`src/rtl/dio_image_loader.sv`:
```
// Host download engine: packs ioctl bytes into 16-bit words, writes them into
// per-index SDRAM regions inside DIO bus slots, and tracks floppy image status.
module dio_image_loader #(
  parameter int unsigned NUM_DRIVES   = 2,
  parameter int unsigned ADDR_W       = 22,
  parameter int unsigned REGION_SHIFT = 19,
  parameter int unsigned DS_WORDS     = 409600,
  parameter int unsigned SS_WORDS     = 204800
) (
  input  logic                  clk_sys,
  input  logic                  n_reset,
  input  logic                  ioctl_download,
  input  logic [7:0]            ioctl_index,
  input  logic                  ioctl_wr,
  input  logic [24:0]           ioctl_addr,
  input  logic [7:0]            ioctl_dout,
  output logic                  ioctl_wait,
  input  logic                  bus_slot,
  output logic                  mem_active,
  output logic                  mem_we,
  output logic [ADDR_W-1:0]     mem_addr,
  output logic [15:0]           mem_data,
  input  logic [NUM_DRIVES-1:0] disk_eject,
  output logic [NUM_DRIVES-1:0] disk_inserted,
  output logic [NUM_DRIVES-1:0] disk_ds,
  output logic                  size_error,
  output logic                  overrun
);

  typedef enum logic [1:0] {IDLE, GAP, SLOT, WRITE} state_t;

  localparam logic [7:0] MAX_IDX = 8'(NUM_DRIVES);

  state_t      state, state_nx;
  logic        dl_prev;
  logic [7:0]  cur_index;
  logic [7:0]  hi_byte;
  logic [23:0] hi_waddr;
  logic        hi_valid;
  logic [25:0] max_addr;
  logic        flush_req, flush_busy;

  logic        rise, fall, idx_valid, strobe, odd_strobe, even_strobe;
  logic        flush_load, word_done, word_accept, flush_pending;
  logic [7:0]  new_index;
  logic [23:0] new_waddr;
  logic [15:0] new_data;
  logic [31:0] mapped;
  logic [25:0] addr_p1, max_base;
  logic [26:0] words;
  logic        ds_size, ss_size;

  assign rise        = ioctl_download & ~dl_prev;
  assign fall        = ~ioctl_download & dl_prev;
  assign idx_valid   = (ioctl_index <= MAX_IDX);
  assign strobe      = ioctl_download & ioctl_wr & idx_valid;
  assign odd_strobe  = strobe & ioctl_addr[0];
  assign even_strobe = strobe & ~ioctl_addr[0];

  // A pending tail flush takes the FSM ahead of any new strobe.
  assign flush_load    = flush_req & (state == IDLE);
  assign word_done     = odd_strobe | flush_load;
  assign word_accept   = word_done & (state == IDLE);
  assign flush_pending = flush_req | flush_busy;

  assign new_index = flush_load ? cur_index : ioctl_index;
  assign new_waddr = flush_load ? hi_waddr : ioctl_addr[24:1];
  assign new_data  = flush_load ? {hi_byte, 8'hFF} : {hi_byte, ioctl_dout};
  assign mapped    = (32'(new_index) << REGION_SHIFT) + 32'(new_waddr);

  assign addr_p1  = {1'b0, ioctl_addr} + 26'd1;
  assign max_base = rise ? '0 : max_addr;
  assign words    = ({1'b0, max_addr} + 27'd1) >> 1;
  assign ds_size  = (words == 27'(DS_WORDS));
  assign ss_size  = (words == 27'(SS_WORDS));

  always_ff @(posedge clk_sys or negedge n_reset) begin
    if (!n_reset) begin
      state <= IDLE;
    end else begin
      state <= state_nx;
    end
  end

  always_comb begin
    state_nx = state;
    unique case (state)
      IDLE:  if (word_done) state_nx = GAP;
      GAP:   if (!bus_slot) state_nx = SLOT;
      SLOT:  if (bus_slot)  state_nx = WRITE;
      WRITE: if (!bus_slot) state_nx = IDLE;
      default: state_nx = IDLE;
    endcase
  end

  // SLOT is only left on the slot's first high cycle, so writing there too
  // makes mem_we cover every cycle of the claimed slot.
  assign mem_we     = bus_slot & ((state == SLOT) | (state == WRITE));
  assign ioctl_wait = (state != IDLE);
  assign mem_active = (ioctl_download | flush_pending | (state != IDLE)) & bus_slot;

  always_ff @(posedge clk_sys or negedge n_reset) begin
    if (!n_reset) begin
      dl_prev    <= 1'b0;
      cur_index  <= '0;
      hi_byte    <= '0;
      hi_waddr   <= '0;
      hi_valid   <= 1'b0;
      max_addr   <= '0;
      flush_req  <= 1'b0;
      flush_busy <= 1'b0;
      mem_addr   <= '0;
      mem_data   <= '0;
    end else begin
      dl_prev <= ioctl_download;
      if (ioctl_download) cur_index <= ioctl_index;

      if (even_strobe) begin
        hi_byte  <= ioctl_dout;
        hi_waddr <= ioctl_addr[24:1];
        hi_valid <= 1'b1;
      end else if (odd_strobe || fall) begin
        hi_valid <= 1'b0;
      end

      if (strobe && (addr_p1 > max_base)) max_addr <= addr_p1;
      else                                max_addr <= max_base;

      if (fall && hi_valid) flush_req <= 1'b1;
      else if (flush_load)  flush_req <= 1'b0;

      if (flush_load)                           flush_busy <= 1'b1;
      else if ((state == WRITE) && !bus_slot)   flush_busy <= 1'b0;

      if (word_accept) begin
        mem_addr <= mapped[ADDR_W-1:0];
        mem_data <= new_data;
      end
    end
  end

  always_ff @(posedge clk_sys or negedge n_reset) begin
    if (!n_reset) begin
      disk_inserted <= '0;
      disk_ds       <= '0;
      size_error    <= 1'b0;
      overrun       <= 1'b0;
    end else begin
      if (rise) begin
        overrun <= 1'b0;
        if ((ioctl_index != 8'd0) && idx_valid) size_error <= 1'b0;
      end
      if (odd_strobe && ((state != IDLE) || flush_load)) overrun <= 1'b1;
      if (fall && (cur_index != 8'd0) && (cur_index <= MAX_IDX))
        size_error <= ~(ds_size | ss_size);

      // Eject is applied last so it overrides a same-cycle size latch.
      for (int unsigned j = 0; j < NUM_DRIVES; j++) begin
        if (rise && (ioctl_index == 8'(j + 1))) begin
          disk_inserted[j] <= 1'b0;
          disk_ds[j]       <= 1'b0;
        end
        if (fall && (cur_index == 8'(j + 1))) begin
          disk_inserted[j] <= ds_size | ss_size;
          disk_ds[j]       <= ds_size;
        end
        if (disk_eject[j]) begin
          disk_inserted[j] <= 1'b0;
          disk_ds[j]       <= 1'b0;
        end
      end
    end
  end

endmodule

```
`config.mk`:
```
export PLATFORM = sky130hd
export DESIGN_NAME = dio_image_loader
export DESIGN_NICKNAME = d
export VERILOG_FILES = /design/src/rtl/dio_image_loader.sv
export SDC_FILE = /design/constraint.sdc
export NUM_CORES = 1
export LEC_CHECK = 0
export CORE_ASPECT_RATIO = 0.5
export CORE_MARGIN = 2
export CORE_UTILIZATION = 50
export DETAILED_ROUTE_END_ITERATION = 8
export HOLD_SLACK_MARGIN = 0.08
export PLACE_DENSITY = 0.77
export SLEW_MARGIN = 20
export SYNTH_ARGS = -nofsm -noshare
export SYNTH_HDL_FRONTEND = slang
export SYNTH_SLANG_ARGS = --single-unit
```
`constraint.sdc`:
```
create_clock -name clk_sys -period 7.2 [get_ports clk_sys]
set_clock_uncertainty 0.2 [all_clocks]
set_input_delay 1.44 -clock clk_sys [delete_from_list [all_inputs] [get_ports clk_sys]]
set_output_delay 1.44 -clock clk_sys [all_outputs]
set_load 0.02 [all_outputs]
```
==> key figures <==
GRT
  • First-pass GRT wire length: 25,600 um
  • All-Layer GR Usage: 23.0%
  • Initial antenna violation count: 0
  • Vias in the first global route: 5,106
  • Gr ovfl total: 0
  • Largest net degree at the start of global routing: 60
  • GRT Max-Usage Layer: met2
  • Met1 usage: 30.7%
  • GRT met2 Usage: 37.1%
  • GR Util met3: 5.64%

STA
  • Peak Freq: 170 MHz
  • Period minus WS final: 5.89 ns
  • Max-slew violation count: 0
  • Setup TNS: 0 ns
  • Max_slew headroom: 43.1%
  • Worst Tran Pin Value: 0.854 ns
  • Final number of hold-violating endpoints: 0
  • RSZ-0062 raised after global routing: no
  • Final Setup Violations: 0
  • Final Cycle Share: 81.8%

Floorplanning
  • I/O pins: 95
  • Die width: 166 um
  • Core Rows: 29
  • Die area: 14,100 um2
  • Initial Util: 51.4%
  • Core area: 12,700 um2
  • Die extent in y: 85.0 um

Worst setup path
  • Worst Path Arrival: 5.98 ns
  • Crit path launch type: input port
  • Worst-path cell chain: clkdlybuf4s50_1, ha_1, nand3_1, nor2_1, nand2_1, nor3_1, and3_1, nand2_1, xnor2_1, ha_1, a21o_1, a21oi_1, o21ai_0, nand3_1, nand3_1, a21o_1, o21ai_2, buf_4, mux2_2
  • Worst R2R Path Depth: 13
  • Family with the most delay on the worst path: simple AND/OR/NAND/NOR gates
  • Worst R2R Setup Slack: 3.04 ns
  • FF-to-FF Start: dl_prev
  • Crit path kind: input port to flop
  • CP most frequent cell: nand3_1
  • Setup crit end kind: flop
  • Slowest cell on crit path: clkdlybuf4s50_1
  • Critical Path RT: 7.29 ns
  • CP Max Fanout: 14
  • Delay of the slowest critical-path stage: 0.69 ns
  • Worst path bufs/invs: 2
  • R2r endpoint: max_addr[21]

Detailed routing
  • DR vias/cell: 5.52
  • DRC: 0
  • Number of DRC markers in iteration 0: 235
  • Routed wire per std cell: 16.9 um
  • DRT antenna net count: 0
  • DR pass1 iterations: 5
  • Final WL: 15,700 um
  • Via Count: 5,103

Finish
  • Design Area, Final: 8270 um2
  • Area Overhead vs Synth: 26.2%
  • Layout cells sized above 1: 15.8%
  • Nets: 824
  • N_diodes: 0

Synth
  • Synth Warn #: 0
  • Post-synth top area share: 43.5%
  • Share of synthesized registers carrying an async set or reset: 100%
  • Mapped Cells: 642
  • Cell Area, Synth: 6550 um2
  • Post-synth EDFFs: 0
  • Post-synthesis register bit count: 114
  • Syn Nets: 724
  • Seq/Total Area, Yosys: 43.5%
  • Synth Area per Inst: 10.2 um2
  • Yosys cell types: 52
  • Area leader, netlist: dfrtp_1
  • Most used DFF post-synth: dfrtp_1
  • Synth top area cells: dfrtp_1 (44%), mux2_2 (11%), ha_1 (6.3%)

Placement
  • Placer Congestion: 0.879
  • Placed cell area: 7670 um2
  • Buffers on Ports: 94
  • HPWL Detailed: 11,200 um

Clocking
  • Clk buf depth: 2
  • Clk sinks: 114
  • Post-CTS Setup Inserts: 0
  • TritonCTS clock tree: done
  • CTS root buf: clkbuf_16
  • H-Tree Depth: 4
  • CTS Hold Bufs: 0
  • Post-CTS Resized: 0
  • Clk slew on worst S/H paths: 0.05 ns
  • Skew-Pair Late Insertion Delay: 0.41 ns
  • Cts bufs inserted: 17

Run status
  • Status: complete, no violations

Power and ir drop
  • Max IR drop VDD: 0.204 mV
  • Leakage: 3.91 nW
  • Pwr/cell area: 228 nW/um2

Hold path
  • HP Class: flop to flop
  • Hold EP: mem_data[12]
  • Worst min-delay path startpoint: hi_byte[4]
  • Hold path depth: 2

Job
  • Max-capacitance violation count: 0
-- Yosys cell counts (2+ instances only) --
library cell,n
a21o_1,9
xnor2_1,18
nor2b_1,5
ha_1,33
mux2_2,64
nand4b_1,3
xor2_1,12
inv_1,35
nand2_1,82
o22a_1,9
nand3_1,25
or2_2,2
dfrtp_1,114
nand4_1,15
nand3b_1,3
and4_1,5
nand2b_1,4
o211ai_1,2
o21ai_0,31
o41ai_2,2
nor3b_1,2
nor2_1,24
and2_1,27
a21oi_1,19
o21a_1,2
nor4_4,2
mux2i_1,27
buf_2,7
nor3_1,10
nor4_1,4
clkbuf_1,12
and3_1,12
a211o_1,2
-- power by group --
group / internal, mW / switching (mW)
combinational: 0.167 / 0.183
sequential: 0.698 / 0.0340
clock: 0.487 / 0.320
total: 1.35 / 0.538
-- layout by cell type (no fill, tap or decap), types with 4 or more instances in the layout --
cell / instances
buf_4: 7
dfrtp_1: 114
clkbuf_16: 17
nand2_1: 82
mux2i_1: 27
o22a_1: 9
and3_1: 12
o21ai_0: 31
nand4_1: 15
inv_6: 4
and4_1: 5
nand3_1: 25
mux2_2: 64
a21o_1: 9
nor4_1: 4
and2_1: 27
nor2_1: 23
a21oi_1: 19
nand2b_1: 4
nor3_1: 10
nor2b_1: 5
ha_1: 33
xnor2_1: 18
inv_1: 35
xor2_1: 12
clkdlybuf4s50_1: 93
-- tightest hold or removal path, delay by kind of cell, from the launching register on --
family	cells	cell delay, ns
simple gates	2	0.10
flops	1	0.34
-- kinds of logic (layout without fill, tap and decap cells) --
| group | Yosys count | after routing | synth area share (%) |
|---|---|---|---|
| AOI/OAI and AO/OA | 86 | 86 | 8.59 |
| xor gates and xnor gates | 30 | 30 | 4.01 |
| adders and majority gates | 34 | 34 | 6.61 |
| buffers and inverters | 55 | 168 | 3.34 |
| DFF | 114 | 114 | 43.5 |
| muxes | 92 | 92 | 15.3 |
| and+or+nand+nor | 231 | 231 | 18.6 |
-- stage by stage --
| step | hold WS [ns] | power, mW | instances | setup WS [ns] | utilization (%) |
|---|---|---|---|---|---|
| final | 0.264 | 1.89 | 925 | 1.31 | 64.9 |
| after global routing | 0.281 | 1.97 | 925 | 0.975 | 64.9 |
| after CTS | 0.266 | 1.90 | 924 | 1.36 | 64.7 |
| after detailed placement | 0.251 | 1.09 | 892 | 0.971 | 60.3 |
| after global placement | 0.247 | 1.08 | 892 | 1.11 | 60.3 |
| after floorplan | 0.235 | 0.912 | 642 | 2.41 | - |
-- layout make-up --
type,instances,area [um2]
Inverter,35,131
Sequential cell,114,2850
Tap cell,170,213
Clock inverter,14,129
Fill cell,981,4470
Clock buffer,18,439
Timing Repair Buffer,101,1010
Multi-Input combinational cell,473,3490
-- metal layers --
layer	vias up	wire length, um
met5	-	0
met2	112	7280
li1	2473	-
met3	28	688
met1	2490	7370
met4	0	318
-- sequential cells by signal (all words and copies together), names as in the netlist --
register,count
overrun,1
disk_ds,2
hi_byte,8
mem_addr,22
mem_data,16
state,2
flush_busy,1
hi_waddr,22
max_addr,26
size_error,1
flush_req,1
cur_index,8
disk_inserted,2
hi_valid,1
dl_prev,1
-- how the worst max path moves through the flow --
stage / depth (start not counted) / to / start / slack [ns]
floorplan: 18 / max_addr[10] / ioctl_addr[0] / 2.41
global placement: 19 / max_addr[19] / ioctl_addr[0] / 1.11
detailed placement: 19 / max_addr[17] / ioctl_addr[0] / 0.97
CTS: 19 / max_addr[21] / ioctl_addr[0] / 1.36
global route: 19 / max_addr[21] / ioctl_addr[0] / 0.98
finish: 19 / max_addr[21] / ioctl_addr[0] / 1.31
(Power assumes the default switching activity.)
